===== config.mk =====
export PLATFORM = sky130hd
export DESIGN_NAME = ex_mem_pipe
export DESIGN_NICKNAME = d
export VERILOG_FILES = /design/src/rtl/ex_mem_pipe.sv
export SDC_FILE = /design/constraint.sdc
export NUM_CORES = 1
export LEC_CHECK = 0
export CORE_AREA = 2 2 141 143
export CTS_BUF_LIST = sky130_fd_sc_hd__clkbuf_2 sky130_fd_sc_hd__clkbuf_4 sky130_fd_sc_hd__clkbuf_8
export CTS_CLUSTER_SIZE = 12
export DETAILED_ROUTE_END_ITERATION = 8
export DIE_AREA = 0 0 143 145
export PLACE_DENSITY = 0.73
export SYNTH_ARGS = -nofsm -noshare
export SYNTH_HDL_FRONTEND = slang
export SYNTH_SLANG_ARGS = --single-unit

===== constraint.sdc =====
create_clock -name clk -period 5.5 [get_ports clk]
set_input_delay 0.55 -clock clk [delete_from_list [all_inputs] [get_ports clk]]
set_output_delay 0.55 -clock clk [all_outputs]
set_load 0.01 [all_outputs]

===== src/rtl/ex_mem_pipe.sv =====
// EX/MEM pipeline register with flush, valid bit, RUN/BUBBLE/HOLD state and stall counter.
// Optional write-data parity output enabled by defining EX_MEM_PIPE_PARITY_EN.
module ex_mem_pipe #(
  parameter int DATA_W      = 32,
  parameter int REG_ADDR_W  = 5,
  parameter int CNT_W       = 2,
  parameter int STALL_IDX   = 3,
  parameter int STALL_CNT_W = 8
) (
  input  logic                   clk,
  input  logic                   rst,
  input  logic [5:0]             stall,
  input  logic                   flush,
  input  logic                   ex_valid,
  input  logic [REG_ADDR_W-1:0]  ex_wd,
  input  logic                   ex_wreg,
  input  logic [DATA_W-1:0]      ex_wdata,
  input  logic [DATA_W-1:0]      ex_hi,
  input  logic [DATA_W-1:0]      ex_lo,
  input  logic                   ex_whilo,
  input  logic [2*DATA_W-1:0]    hilo_i,
  input  logic [CNT_W-1:0]       cnt_i,
  output logic                   mem_valid,
  output logic [REG_ADDR_W-1:0]  mem_wd,
  output logic                   mem_wreg,
  output logic [DATA_W-1:0]      mem_wdata,
  output logic [DATA_W-1:0]      mem_hi,
  output logic [DATA_W-1:0]      mem_lo,
  output logic                   mem_whilo,
`ifdef EX_MEM_PIPE_PARITY_EN
  output logic                   mem_wdata_par,
`endif
  output logic [2*DATA_W-1:0]    hilo_o,
  output logic [CNT_W-1:0]       cnt_o,
  output logic [1:0]             stage_state,
  output logic [STALL_CNT_W-1:0] stall_cycles
);

  typedef enum logic [1:0] {
    RUN    = 2'b00,
    BUBBLE = 2'b01,
    HOLD   = 2'b10
  } state_t;

  localparam logic [STALL_CNT_W-1:0] SC_MAX = {STALL_CNT_W{1'b1}};

  state_t r_state, w_state_nx;

  logic                   w_stall_me, w_stall_nx;
  logic                   r_valid, r_wreg, r_whilo;
  logic [REG_ADDR_W-1:0]  r_wd;
  logic [DATA_W-1:0]      r_wdata, r_hi, r_lo;
  logic [2*DATA_W-1:0]    r_hilo;
  logic [CNT_W-1:0]       r_cnt;
  logic [STALL_CNT_W-1:0] r_sc;

  assign w_stall_me = stall[STALL_IDX];
  assign w_stall_nx = stall[STALL_IDX+1];

  always_comb begin
    w_state_nx = RUN;
    if (flush || !w_stall_me) w_state_nx = RUN;
    else if (w_stall_nx)      w_state_nx = HOLD;
    else                      w_state_nx = BUBBLE;
  end

  always_ff @(posedge clk or posedge rst) begin
    if (rst) r_state <= RUN;
    else     r_state <= w_state_nx;
  end

  always_ff @(posedge clk or posedge rst) begin
    if (rst) begin
      r_valid <= 1'b0;
      r_wd    <= '0;
      r_wreg  <= 1'b0;
      r_wdata <= '0;
      r_hi    <= '0;
      r_lo    <= '0;
      r_whilo <= 1'b0;
      r_hilo  <= '0;
      r_cnt   <= '0;
      r_sc    <= '0;
    end else if (flush || (w_stall_me && !w_stall_nx)) begin
      r_valid <= 1'b0;
      r_wd    <= '0;
      r_wreg  <= 1'b0;
      r_wdata <= '0;
      r_hi    <= '0;
      r_lo    <= '0;
      r_whilo <= 1'b0;
      // a squashed slot drops the carry; a bubble keeps it cycling
      r_hilo  <= flush ? '0 : hilo_i;
      r_cnt   <= flush ? '0 : cnt_i;
      r_sc    <= flush ? '0 : ((r_sc == SC_MAX) ? r_sc : r_sc + 1'b1);
    end else if (!w_stall_me) begin
      r_valid <= ex_valid;
      r_wd    <= ex_wd;
      r_wreg  <= ex_wreg;
      r_wdata <= ex_wdata;
      r_hi    <= ex_hi;
      r_lo    <= ex_lo;
      r_whilo <= ex_whilo;
      r_hilo  <= '0;
      r_cnt   <= '0;
      r_sc    <= '0;
    end else begin
      r_hilo  <= hilo_i;
      r_cnt   <= cnt_i;
      r_sc    <= (r_sc == SC_MAX) ? r_sc : r_sc + 1'b1;
    end
  end

`ifdef EX_MEM_PIPE_PARITY_EN
  logic r_par;

  always_ff @(posedge clk or posedge rst) begin
    if (rst)                         r_par <= 1'b0;
    else if (flush)                  r_par <= 1'b0;
    else if (!w_stall_me)            r_par <= ^ex_wdata;
    else if (!w_stall_nx)            r_par <= 1'b0;
  end

  assign mem_wdata_par = r_par;
`endif

  assign mem_valid    = r_valid;
  assign mem_wd       = r_wd;
  assign mem_wreg     = r_wreg;
  assign mem_wdata    = r_wdata;
  assign mem_hi       = r_hi;
  assign mem_lo       = r_lo;
  assign mem_whilo    = r_whilo;
  assign hilo_o       = r_hilo;
  assign cnt_o        = r_cnt;
  assign stage_state  = r_state;
  assign stall_cycles = r_sc;

endmodule

==> out/metrics.cfg, run 1 <==
[status]
status=complete, no violations

[worst_setup_path]
cp-start-kind=primary input
rrSetupSlack_ns=3.97
cp.arrival_ns=3.25
rr_worst_depth=4
r2r-start=stall_cycles[0]$_DFF_PP0_
cp-end-kind=flip-flop
timing.rr.end=stall_cycles[5]$_DFF_PP0_
critical_path_class=primary input to flip-flop
crit_required_ns=5.88
cp_max_fo=83

[power]
ir_worst_vdd_v=0.000147
cellPowerDensity_nw_per_um2=256
p_leak_nw=4.61

[timing]
fin_tns_setup_ns=0
fmax_mhz=348
rsz0062_at_grt=false
hold_viol_final=0
skew_ns=0.0118
whs_ns=0.512
slew_headroom=0.258
timing.final.max_slew_violations=0
finalSetupViolations=0
worstMarginPinSlew_ns=1.11
period_share=0.522
min_period_ns=2.87

[yosys]
synthArstFlopShare=1.00
yosysSeqAreaShare=0.719
yosys_register_bits=180
synth.avg_cell_area_sq_um=14.8
yosysUniqueCellTypes=29
synth_edf_count=0
synth_warnings=0
ys.flop_type=dfrtp_1
syn_area_sq_um=6270
synthCells=424
syn_nets=604

[cells_and_area]
drive_gt1_frac=0.0512
area_growth_pct=65.9
nNetsFinal=949
antenna_cells=0

[drt]
drcViolationCount=0
drtIter0Drc=204
first_pass_iters=4
vias=4742
final_antenna_net_count=0
routedWlPerCell_um=16.7
post_drt_via_cell_ratio=4.53
wirelength_mm=17.5

[clock_tree]
clk_transition_reported_paths_ns=0.09
root_buffer=clkbuf_8
cts_tree=built
cts_made_buffers=17
cts_hold_buf=0
clock_sinks=180
cts_resized=0
insertion_delay_ns=0.44
postCtsSetupBuffers=0
htreeDepth=4
cts_buffer_depth=2

[grt]
grtUsageTotal=0.168
grt_max_degree=105
first_global_vias=4904
antenna_found_initial=0
grt_pass1_wl_mm=27.2
overflow=0

[floorplan]
std_cell_rows=51
ios=359
start_util=0.326
fp.dieArea_sq_um=20700
die_w_um=143
fp.dieH_um=145
coreArea_sq_um=19200

[hold_path]
min_path_cells=1
min-delay-start=mem_lo[26]$_DFFE_PP0P_
holdPathEnd=mem_lo[26]$_DFFE_PP0P_
min_path_type=flip-flop to flip-flop

[placement]
hpwlAfterDp_mm=12.3
io_buffers=354
gp_congestion=0.784

[run]
max_cap_viol_count=0

==> power breakdown <==
| group | total (mW) | switching, mW | internal (mW) |
|---|---|---|---|
| clock network | 0.880 | 0.531 | 0.349 |
| registers | 1.40 | 0.0250 | 1.38 |
| logic | 0.380 | 0.141 | 0.239 |
| total | 2.66 | 0.697 | 1.97 |
==> final cells by class <==
cell class,count,area (sq um)
fillers,1628,8810
flip-flops and latches,180,4500
repair buffers,358,3590
multi-input cells,210,1580
well taps,265,332
clock buffers,18,248
clock inverters,14,130
inverters,2,12.5
==> layer usage <==
layer / up-vias / routed length (um) / GRT usage
met5: - / 0 / 0
met4: 0 / 218 / 0.0446
met3: 16 / 1790 / 0.0703
met2: 219 / 8420 / 0.273
met1: 2306 / 7030 / 0.205
li1: 2201 / - / -
==> registers in the layout (all words and copies together), names as in the netlist <==
| name | flops |
|---|---|
| stage_state | 2 |
| stall_cycles | 8 |
| mem_whilo | 1 |
| mem_hi | 32 |
| mem_wd | 5 |
| mem_lo | 32 |
| cnt_o | 2 |
| mem_wdata | 32 |
| mem_wreg | 1 |
| hilo_o | 64 |
| mem_valid | 1 |
==> how the worst max path moves through the flow <==
stage                         from                        end  slack, ns
after floorplan                rst         cnt_o[0]$_DFF_PP0_       0.06
after global placement    stall[3]   mem_wdata[9]$_DFFE_PP0P_       2.20
after detailed placement  stall[3]  mem_wdata[17]$_DFFE_PP0P_       2.15
after CTS                 stall[3]  mem_wdata[14]$_DFFE_PP0P_       2.63
after global routing      stall[3]      mem_wd[4]$_DFFE_PP0P_       2.48
final                     stall[3]      mem_wd[4]$_DFFE_PP0P_       2.63
==> metrics by stage <==
step	setup slack [ns]	power, mW	area (sq um)	std cells	utilization
after floorplan	0.0630	1.55	6270	424	-
after global placement	2.20	1.81	10000	1015	0.522
after detailed placement	2.15	1.81	10000	1015	0.522
after CTS	2.63	2.70	10400	1047	0.541
after global routing	2.48	2.79	10400	1047	0.541
final	2.63	2.66	10400	1047	0.541
==> synth_stat cells (3+ instances only) <==
cell	instances	area (sq um)
nor3_1	4	20.0
clkbuf_1	11	41.3
dfrtp_1	180	4500
a22o_1	104	911
nand2_1	4	15.0
o21ai_0	4	20.0
buf_6	6	67.6
nand3_1	3	15.0
buf_2	12	60.1
a21oi_1	5	25.0
and2_1	68	425
==> cells in the final DEF, fill, tap and decap left out, types with 4 or more instances in the layout <==
cell	Yosys	routed
a21oi_1	5	5
a22o_1	104	104
and2_1	68	67
clkbuf_8	0	18
clkdlybuf4s50_1	0	354
dfrtp_1	180	180
inv_6	0	7
inv_8	0	5
nand2_1	4	4
nor3_1	4	4
o21ai_0	4	4
==> worst max-delay path, cell delays in order <==
cell,delay [ns]
clkdlybuf4s50_1,0.55
nor2b_4,0.16
buf_4,0.43
and2_4,0.84
buf_4,0.42
a22o_1,0.19
==> kinds of logic after synthesis <==
group                      count (synthesis)  synth area share
AOI/OAI and AO/OA                        117             0.158
and+or+nand+nor                           91            0.0894
buffers and inverters                     34            0.0301
muxes                                      1           0.00160
adders and majority gates                  1           0.00200
DFF                                      180             0.719
No activity file was read; power rests on OpenSTA's default activity.
==> run 2: changes to the inputs <==
Clock period 5.5 ns to 2.51 ns, I/O delays scaled along.
==> out/metrics.cfg, run 2 (same netlist as run 1, synthesis figures left out) <==
[worst_setup_path]
crit_path_cell_trace=clkdlybuf4s50_1
critical_path_class=flip-flop to output port
slowest_stage=clkdlybuf4s50_1
crit_start=stall_cycles[3]$_DFF_PP0_
cp_max_fo=9
cpPeakStageDelay_ns=0.61
path_buf_inv=1
cp-start-kind=flip-flop
cp.depth=1
rr_worst_depth=4
r2r-start=stall_cycles[0]$_DFF_PP0_
crit_required_ns=2.26
cp-end-kind=output port
cp.arrival_ns=1.53
crit_family=buffers and inverters
timing.rr.end=stall_cycles[5]$_DFF_PP0_
rrSetupSlack_ns=0.98

[floorplan]
fp.dieH_um=145
start_util=0.326
coreArea_sq_um=19200
die_w_um=143
fp.dieArea_sq_um=20700
std_cell_rows=51
ios=359

[timing]
skew_ns=0.00381
rsz0062_at_grt=false
fmax_mhz=562
slew_headroom=0.656
min_period_ns=1.78
hold_viol_final=0
period_share=0.709
worstMarginPinSlew_ns=0.516
finalSetupViolations=0
timing.final.max_slew_violations=0
final.setup.worst_slack_ns=0.731

[clock_tree]
root_buffer=clkbuf_8
postCtsSetupBuffers=0
clk_transition_reported_paths_ns=0.09
cts_hold_buf=0
cts_resized=0
cts_tree=built
clock_sinks=180
cts_made_buffers=17
insertion_delay_ns=0.44
cts_buffer_depth=2
htreeDepth=4

[drt]
vias=4799
drcViolationCount=0
first_pass_iters=4
drtIter0Drc=158
post_drt_via_cell_ratio=4.55
final_antenna_net_count=0
wirelength_mm=17.7
routedWlPerCell_um=16.8

[run]
max_cap_viol_count=0

[grt]
first_global_vias=4893
antenna_found_initial=0
overflow=0
grt_pass1_wl_mm=27.5
grt_max_degree=95
grtUsageTotal=0.172

[cells_and_area]
layout_commonest_cell=clkdlybuf4s50_1
final_cell_mix=clkdlybuf4s50_1, dfrtp_1, a22o_1
drive_gt1_frac=0.0596
largest_reg_flops=64
area_growth_pct=68.2
antenna_cells=0
nNetsFinal=956

[placement]
gp_congestion=0.778
dp_worst_setup_slack_ns=0.616
io_buffers=354
hpwlAfterDp_mm=12.9

[hold_path]
min_path_type=primary input to async pin

[power]
p_leak_nw=4.67
fin_total_pwr_mw=6.00
cellPowerDensity_nw_per_um2=570
ir_worst_vdd_v=0.000306

[status]
status=complete, no violations

run 2: worst max path at each step:
stage                              to  slack, ns
2_1_floorplan      cnt_o[0]$_DFF_PP0_      -0.05
3_3_place_gp    mem_hi[7]$_DFFE_PP0P_       0.64
3_5_place_dp   mem_hi[15]$_DFFE_PP0P_       0.62
4_1_cts               stall_cycles[3]       0.68
5_1_grt               stall_cycles[3]       0.60
6_report              stall_cycles[3]       0.73
run 2: area by class of cell:
cell class	instances	area [sq um]
multi-input combinational	210	1580
inverter	2	11.3
clock inverter	13	164
sequential	180	4500
timing repair buffer	365	3690
tap	265	332
clock buffer	19	255
fill	1603	8670
run 2: metal layers:
| layer | vias to the layer above | global-route usage | routed length (um) |
|---|---|---|---|
| li1 | 2213 | - | - |
| met1 | 2358 | 0.194 | 6580 |
| met2 | 212 | 0.297 | 9020 |
| met3 | 16 | 0.0700 | 1840 |
| met4 | 0 | 0.0515 | 260 |
| met5 | - | 0 | 0 |
run 2: where the power goes:
part	internal (mW)	leakage, nW	switching (mW)
combinational	0.537	2.04	0.311
sequential	3.02	2.42	0.0555
clock	0.964	0.209	1.12
total	4.52	4.67	1.48
run 2: stage by stage:
step	cell area (sq um)	setup TNS (ns)	hold WS, ns	cells	utilization
after global placement	10100	0	0.487	1022	0.527
final	10500	0	0.301	1054	0.549
after detailed placement	10100	0	0.490	1022	0.527
after floorplan	6270	-8.93	0.317	424	-
after CTS	10500	0	0.308	1054	0.549
after global routing	10500	0	0.302	1054	0.549
